$ cat config.mk
export PLATFORM = sky130hd
export DESIGN_NAME = spmmio_cmd_initiator
export DESIGN_NICKNAME = d
export VERILOG_FILES = /design/src/rtl/spmmio_cmd_initiator.sv
export SDC_FILE = /design/constraint.sdc
export NUM_CORES = 1
export LEC_CHECK = 0
export CAP_MARGIN = 20
export CORE_ASPECT_RATIO = 1.1
export CORE_MARGIN = 4
export CORE_UTILIZATION = 50
export CTS_BUF_LIST = sky130_fd_sc_hd__clkbuf_16
export CTS_CLUSTER_DIAMETER = 50
export DETAILED_ROUTE_END_ITERATION = 12
export DONT_BUFFER_PORTS = 1
export PLACE_DENSITY = 0.67
export SYNTH_ARGS = -nofsm -noshare
export SYNTH_HDL_FRONTEND = slang
export SYNTH_SLANG_ARGS = --single-unit
$ cat constraint.sdc
create_clock -name clk -period 6.5 [get_ports clk]
set_input_delay 1.3 -clock clk [delete_from_list [all_inputs] [get_ports clk]]
set_output_delay 1.3 -clock clk [all_outputs]
set_load 0.02 [all_outputs]
$ cat src/rtl/spmmio_cmd_initiator.sv
// Byte-stream to spmmio bus initiator: collects a command, runs one cs cycle,
// returns read data (4 bytes) or a write ack (1 byte). Big-endian bit numbering throughout.
module spmmio_cmd_initiator #(
  parameter logic [0:7] ACK_BYTE = 8'h00
) (
  input  logic        clk,
  input  logic        reset,
  input  logic [0:7]  in_data,
  input  logic        in_valid,
  output logic        in_ready,
  output logic [0:7]  out_data,
  output logic        out_valid,
  input  logic        out_ready,
  output logic [0:3]  adr,
  output logic        cs,
  output logic [0:3]  sel,
  output logic        we,
  output logic [0:31] d,
  input  logic [0:31] q,
  output logic        busy
);

  typedef enum logic [2:0] {
    S_IDLE,
    S_GET_SEL,
    S_GET_D,
    S_BUS,
    S_RESP
  } state_t;

  state_t      r_state;
  logic [1:0]  r_cnt;
  logic [0:31] r_q;
  logic [0:7]  r_out_data;
  logic        r_out_valid;
  logic        r_in_ready;
  logic        r_busy;
  logic        r_cs;
  logic        r_we;
  logic [0:3]  r_adr;
  logic [0:3]  r_sel;
  logic [0:31] r_d;

  logic w_in_acc;
  logic w_out_acc;
  logic w_unused;

  assign w_in_acc  = in_valid && r_in_ready;
  assign w_out_acc = r_out_valid && out_ready;
  // Reserved command bits and the upper nibble of the sel byte carry no meaning.
  assign w_unused  = ^in_data[1:3];

  function automatic logic [0:7] pick_byte(input logic [0:31] w, input logic [1:0] i);
    case (i)
      2'd0:    pick_byte = w[0:7];
      2'd1:    pick_byte = w[8:15];
      2'd2:    pick_byte = w[16:23];
      default: pick_byte = w[24:31];
    endcase
  endfunction

  always_ff @(posedge clk or posedge reset) begin
    if (reset) begin
      r_state     <= S_IDLE;
      r_cnt       <= 2'd0;
      r_q         <= '0;
      r_out_data  <= '0;
      r_out_valid <= 1'b0;
      r_in_ready  <= 1'b1;
      r_busy      <= 1'b0;
      r_cs        <= 1'b0;
      r_we        <= 1'b0;
      r_adr       <= '0;
      r_sel       <= '0;
      r_d         <= '0;
    end else begin
      case (r_state)
        S_IDLE: begin
          if (w_in_acc) begin
            r_adr  <= in_data[4:7];
            r_we   <= in_data[0];
            r_busy <= 1'b1;
            if (in_data[0]) begin
              r_state <= S_GET_SEL;
            end else begin
              r_sel      <= 4'b1111;
              r_cs       <= 1'b1;
              r_in_ready <= 1'b0;
              r_state    <= S_BUS;
            end
          end
        end
        S_GET_SEL: begin
          if (w_in_acc) begin
            r_sel   <= in_data[4:7];
            r_cnt   <= 2'd0;
            r_state <= S_GET_D;
          end
        end
        S_GET_D: begin
          if (w_in_acc) begin
            case (r_cnt)
              2'd0:    r_d[0:7]   <= in_data;
              2'd1:    r_d[8:15]  <= in_data;
              2'd2:    r_d[16:23] <= in_data;
              default: r_d[24:31] <= in_data;
            endcase
            if (r_cnt == 2'd3) begin
              r_cnt      <= 2'd0;
              r_cs       <= 1'b1;
              r_in_ready <= 1'b0;
              r_state    <= S_BUS;
            end else begin
              r_cnt <= r_cnt + 2'd1;
            end
          end
        end
        S_BUS: begin
          // q is only trusted while cs is high, so capture it on this closing edge.
          r_cs        <= 1'b0;
          r_cnt       <= 2'd0;
          r_out_valid <= 1'b1;
          if (r_we) begin
            r_out_data <= ACK_BYTE;
          end else begin
            r_q        <= q;
            r_out_data <= q[0:7];
          end
          r_state <= S_RESP;
        end
        S_RESP: begin
          if (w_out_acc) begin
            if (r_we || r_cnt == 2'd3) begin
              r_cnt       <= 2'd0;
              r_out_valid <= 1'b0;
              r_in_ready  <= 1'b1;
              r_busy      <= 1'b0;
              r_state     <= S_IDLE;
            end else begin
              r_cnt      <= r_cnt + 2'd1;
              r_out_data <= pick_byte(r_q, r_cnt + 2'd1);
            end
          end
        end
        default: begin
          r_state     <= S_IDLE;
          r_cs        <= 1'b0;
          r_out_valid <= 1'b0;
          r_in_ready  <= 1'b1;
          r_busy      <= 1'b0;
        end
      endcase
    end
  end

  assign in_ready  = r_in_ready;
  assign out_data  = r_out_data;
  assign out_valid = r_out_valid;
  assign adr       = r_adr;
  assign cs        = r_cs;
  assign sel       = r_sel;
  assign we        = r_we;
  assign d         = r_d;
  assign busy      = r_busy;

endmodule

==> metrics.txt <==
# TYPE chip_impl_metric gauge
chip_impl_info{name="yosys-top-cells-area",value="sky130_fd_sc_hd__dfrtp_1 (56%), sky130_fd_sc_hd__mux2_2 (20%), sky130_fd_sc_hd__mux2i_1 (2.5%), sky130_fd_sc_hd__ha_1 (2.2%), sky130_fd_sc_hd__a222oi_1 (2.0%)"} 1
chip_impl_metric{name="footprint_of_the_multi_input_gates",unit="um^2"} 1610
chip_impl_metric{name="power.density",unit="nW/um^2"} 249
chip_impl_metric{name="synthDistinctLibCells",unit=""} 36
chip_impl_metric{name="timing.setup.tns",unit="ns"} 0
chip_impl_metric{name="dieWidth",unit="um"} 92.9
chip_impl_metric{name="fin_skew",unit="ns"} 0.00522
chip_impl_info{name="whs_endpoint",value="r_q[30]"} 1
chip_impl_metric{name="final_min_period_over_clock_period",unit="%"} 41.5
chip_impl_metric{name="io_buffers",unit=""} 0
chip_impl_metric{name="first_iter_violations",unit=""} 89
chip_impl_metric{name="cts_buf_count",unit=""} 9
chip_impl_metric{name="peakVddDrop",unit="V"} 0.000149
chip_impl_metric{name="gp_congestion",unit=""} 0.744
chip_impl_metric{name="post_synth_xor_area_fraction",unit="%"} 0
chip_impl_metric{name="start_util",unit="%"} 52.2
chip_impl_metric{name="cts_max_level",unit=""} 3
chip_impl_metric{name="synth.area.mux_share",unit="%"} 24.4
chip_impl_metric{name="hpwl",unit="mm"} 5.39
chip_impl_metric{name="post_layout_nonfiller_instances",unit=""} 395
chip_impl_info{name="cts_tree",value="yes"} 1
chip_impl_metric{name="postSynthCellCount",unit=""} 288
chip_impl_metric{name="post-route-worst-setup-slack",unit="ns"} 3.80
chip_impl_metric{name="finalNetCount",unit=""} 336
chip_impl_metric{name="antennaDiodeCount",unit=""} 0
chip_impl_metric{name="yosys_warnings",unit=""} 0
chip_impl_metric{name="post-cts-setup-buffers",unit=""} 0
chip_impl_metric{name="wirelength",unit="mm"} 7.67
chip_impl_metric{name="ys_ff_latch",unit=""} 90
chip_impl_metric{name="post_route_cells_drive_above_1_share",unit="%"} 34.1
chip_impl_metric{name="routed_wire_length_per_instance",unit="um"} 19.4
chip_impl_metric{name="leakage",unit="nW"} 2.12
chip_impl_metric{name="fill_cells",unit=""} 656
chip_impl_metric{name="cts_hold_buffers",unit=""} 0
chip_impl_metric{name="place.detailed.instances",unit=""} 379
chip_impl_metric{name="yosys.area_share.adder",unit="%"} 2.21
chip_impl_metric{name="grt_max_degree",unit=""} 51
chip_impl_metric{name="core_rows",unit=""} 33
chip_impl_metric{name="syn2layout_area_growth",unit="%"} 9.69
chip_impl_metric{name="post_dp_cell_area",unit="um^2"} 4050
chip_impl_metric{name="synthesis.nets",unit=""} 339
chip_impl_metric{name="worst-r2r-setup-slack",unit="ns"} 3.80
chip_impl_info{name="synth_flop_cell",value="sky130_fd_sc_hd__dfrtp_1"} 1
chip_impl_metric{name="cp_data_required_time",unit="ns"} 6.72
chip_impl_metric{name="pre_cts_ws",unit="ns"} 3.82
chip_impl_info{name="crit-reg2reg-capture",value="out_data[2]"} 1
chip_impl_metric{name="synth_edf_count",unit=""} 0
chip_impl_metric{name="dieHeight",unit="um"} 101
chip_impl_metric{name="crit_arrival",unit="ns"} 2.91
chip_impl_info{name="cts.root.buffer_cell",value="sky130_fd_sc_hd__clkbuf_16"} 1
chip_impl_metric{name="critPathMaxFanout",unit=""} 21
chip_impl_metric{name="ctsLongestPathBuffers",unit=""} 2
chip_impl_info{name="crit_path_category",value="flip-flop to flip-flop"} 1
chip_impl_info{name="grt_setup_unrepaired",value="false"} 1
chip_impl_metric{name="tightest_slew",unit="ns"} 0.906
chip_impl_metric{name="avgViaCountPerCell",unit=""} 5.78
chip_impl_info{name="worstSetupStartpoint",value="r_state[2]"} 1
chip_impl_metric{name="final_design_area_no_fill",unit="um^2"} 4350
chip_impl_info{name="hold_path_class",value="flip-flop to flip-flop"} 1
chip_impl_metric{name="syn_area_per_cell",unit="um^2"} 13.8
chip_impl_metric{name="worstRegToRegCells",unit=""} 4
chip_impl_metric{name="wire_length_of_the_first_global_routing_pass",unit="mm"} 12.5
chip_impl_metric{name="synth-simple-area-share",unit="%"} 5.36
chip_impl_metric{name="antenna_left",unit=""} 0
chip_impl_metric{name="whs_path_depth",unit=""} 1
chip_impl_metric{name="post-route-drc-count",unit=""} 0
chip_impl_metric{name="track_usage",unit="%"} 17.1
chip_impl_info{name="outcome",value="completed"} 1
chip_impl_metric{name="insertion_delay",unit="ns"} 0.33
chip_impl_metric{name="grt-ovfl-total",unit=""} 0
chip_impl_metric{name="final-max-slew-violation-count",unit=""} 0
chip_impl_metric{name="synth_area",unit="um^2"} 3970
chip_impl_info{name="setup.worst_path.end_class",value="flip-flop"} 1
chip_impl_metric{name="route.vias.total",unit=""} 2283
chip_impl_info{name="combinational_family_with_the_most_area_after_synthesis",value="multiplexers"} 1
chip_impl_info{name="holdCritStartpoint",value="r_q[30]"} 1
chip_impl_metric{name="drt_pass_1_iters",unit=""} 6
chip_impl_metric{name="cts.sink_count",unit=""} 90
chip_impl_metric{name="clkTransAtPathRegs",unit="ns"} 0.06
chip_impl_metric{name="post_cts_resized",unit=""} 0
chip_impl_metric{name="timing.fmax",unit="MHz"} 371
chip_impl_metric{name="postSynth.asyncResetShare",unit="%"} 100
chip_impl_metric{name="design.core.area",unit="um^2"} 7600
chip_impl_metric{name="timing.max_cap.violations",unit=""} 0
chip_impl_metric{name="hold_violations",unit=""} 0
chip_impl_info{name="critical_path.reg2reg.startpoint",value="r_state[2]"} 1
chip_impl_metric{name="setup_viol_count_final",unit=""} 0
chip_impl_metric{name="slew_headroom",unit="%"} 39.3
chip_impl_metric{name="register_area",unit="um^2"} 2250
chip_impl_metric{name="finalCriticalPeriod",unit="ns"} 2.70
chip_impl_metric{name="yosys.area.top_type_share",unit="%"} 56.2
chip_impl_info{name="synth_largest_area_cell",value="sky130_fd_sc_hd__dfrtp_1"} 1
chip_impl_metric{name="io_pins",unit=""} 97
chip_impl_metric{name="synth_compound_gate_area_share",unit="%"} 8.36
chip_impl_metric{name="antenna_violations_before_repair",unit=""} 0
chip_impl_metric{name="dieArea",unit="um^2"} 9420
chip_impl_info{name="crit_path_start_kind",value="flip-flop"} 1
chip_impl_metric{name="final_util",unit="%"} 57.2
chip_impl_metric{name="seq_area_frac_synth",unit="%"} 56.8
chip_impl_metric{name="first_global_vias",unit=""} 2352
kinds of logic (layout without fill, tap and decap cells):
logic type,Yosys count,in the layout
AND/OR/NAND/NOR,36,36
adder cells (fa/ha/maj),7,7
AO/OA/AOI/OAI,41,41
buffers and inverters,27,29
flip-flops,90,90
multiplexers,87,87
worst max-delay path by stage:
stage | endpoint | slack (ns) | cells past startpoint
final | out_data[2] | 3.80 | 4
after global routing | out_data[6] | 3.64 | 4
after CTS | out_data[2] | 3.80 | 4
after detailed placement | out_data[2] | 3.82 | 4
after global placement | out_data[1] | 3.84 | 4
after floorplan | adr[0] | 2.87 | 1
layer usage:
metal / global-route usage (%) / wire, um
met4: 6.76 / 109
met2: 27.6 / 3590
met1: 21.1 / 3230
met5: 0 / 0
met3: 6.02 / 740
critical path, cell delays in order (launching register included):
cell,delay (ns)
sky130_fd_sc_hd__dfrtp_1,0.76
sky130_fd_sc_hd__nor3b_2,0.85
sky130_fd_sc_hd__nor2_1,0.38
sky130_fd_sc_hd__a22o_1,0.33
sky130_fd_sc_hd__mux2_2,0.25
flip-flops by register name, summed over array words and instances (netlist names):
signal and flops:
adr 4, out_data 8, sel 4, r_q 32
busy 1, d 32, r_state 3, r_cnt 2
out_valid 1, in_ready 1, we 1, cs 1
cell type report:
| class | instances | share of cell area, % |
|---|---|---|
| tap | 105 | 3.02 |
| multi-input combinational | 171 | 37.0 |
| sequential | 90 | 51.8 |
| clock inverter | 7 | 1.64 |
| clock buffer | 9 | 5.18 |
| timing repair buffer | 2 | 0.345 |
| inverter | 11 | 0.978 |
cells in the mapped netlist, types with 2 or more instances:
cell and count:
sky130_fd_sc_hd__nand2b_1 2, sky130_fd_sc_hd__nor2b_1 4, sky130_fd_sc_hd__o22a_1 4, sky130_fd_sc_hd__nor3_1 3, sky130_fd_sc_hd__clkbuf_1 5, sky130_fd_sc_hd__buf_2 7, sky130_fd_sc_hd__a222oi_1 8, sky130_fd_sc_hd__a31oi_1 2
sky130_fd_sc_hd__clkbuf_2 2, sky130_fd_sc_hd__nand2_1 6, sky130_fd_sc_hd__inv_1 11, sky130_fd_sc_hd__a22o_1 8, sky130_fd_sc_hd__a21oi_1 7, sky130_fd_sc_hd__nand2_2 4, sky130_fd_sc_hd__mux2_2 72, sky130_fd_sc_hd__ha_1 7
sky130_fd_sc_hd__o21ai_0 5, sky130_fd_sc_hd__buf_1 2, sky130_fd_sc_hd__mux2i_1 10, sky130_fd_sc_hd__nor2_1 8, sky130_fd_sc_hd__dfrtp_1 89, sky130_fd_sc_hd__o21a_1 2, sky130_fd_sc_hd__mux2_1 5, sky130_fd_sc_hd__nor3b_1 2
sky130_fd_sc_hd__nor4_1 2
layout by cell type (no fill, tap or decap), types with 2 or more instances in the layout:
| master | count |
|---|---|
| sky130_fd_sc_hd__nor2_1 | 8 |
| sky130_fd_sc_hd__nor2b_1 | 4 |
| sky130_fd_sc_hd__a22o_1 | 8 |
| sky130_fd_sc_hd__mux2_1 | 5 |
| sky130_fd_sc_hd__inv_1 | 11 |
| sky130_fd_sc_hd__clkinv_2 | 2 |
| sky130_fd_sc_hd__nor3_1 | 3 |
| sky130_fd_sc_hd__clkinv_4 | 2 |
| sky130_fd_sc_hd__nor4_1 | 2 |
| sky130_fd_sc_hd__o22a_1 | 4 |
| sky130_fd_sc_hd__a21oi_1 | 7 |
| sky130_fd_sc_hd__mux2_2 | 72 |
| sky130_fd_sc_hd__o21ai_0 | 5 |
| sky130_fd_sc_hd__nand2b_1 | 2 |
| sky130_fd_sc_hd__nand2_2 | 4 |
| sky130_fd_sc_hd__nand2_1 | 6 |
| sky130_fd_sc_hd__ha_1 | 7 |
| sky130_fd_sc_hd__dfrtp_1 | 89 |
| sky130_fd_sc_hd__buf_4 | 2 |
| sky130_fd_sc_hd__a31oi_1 | 2 |
| sky130_fd_sc_hd__clkbuf_16 | 9 |
| sky130_fd_sc_hd__clkinvlp_4 | 2 |
| sky130_fd_sc_hd__a222oi_1 | 8 |
| sky130_fd_sc_hd__mux2i_1 | 10 |
| sky130_fd_sc_hd__o21a_1 | 2 |
metrics by stage:
step | total power [mW] | hold WS [ns]
2_1_floorplan | 0.583 | 0.458
3_3_place_gp | 0.587 | 0.474
3_5_place_dp | 0.587 | 0.476
4_1_cts | 1.09 | 0.491
5_1_grt | 1.12 | 0.517
6_report | 1.08 | 0.486
report_power, final:
part / internal [mW] / switching [mW] / total [mW]
Combinational: 0.00365 / 0.0117 / 0.0153
Sequential: 0.560 / 0 / 0.560
Clock: 0.297 / 0.209 / 0.506
(Power assumes the default switching activity.)
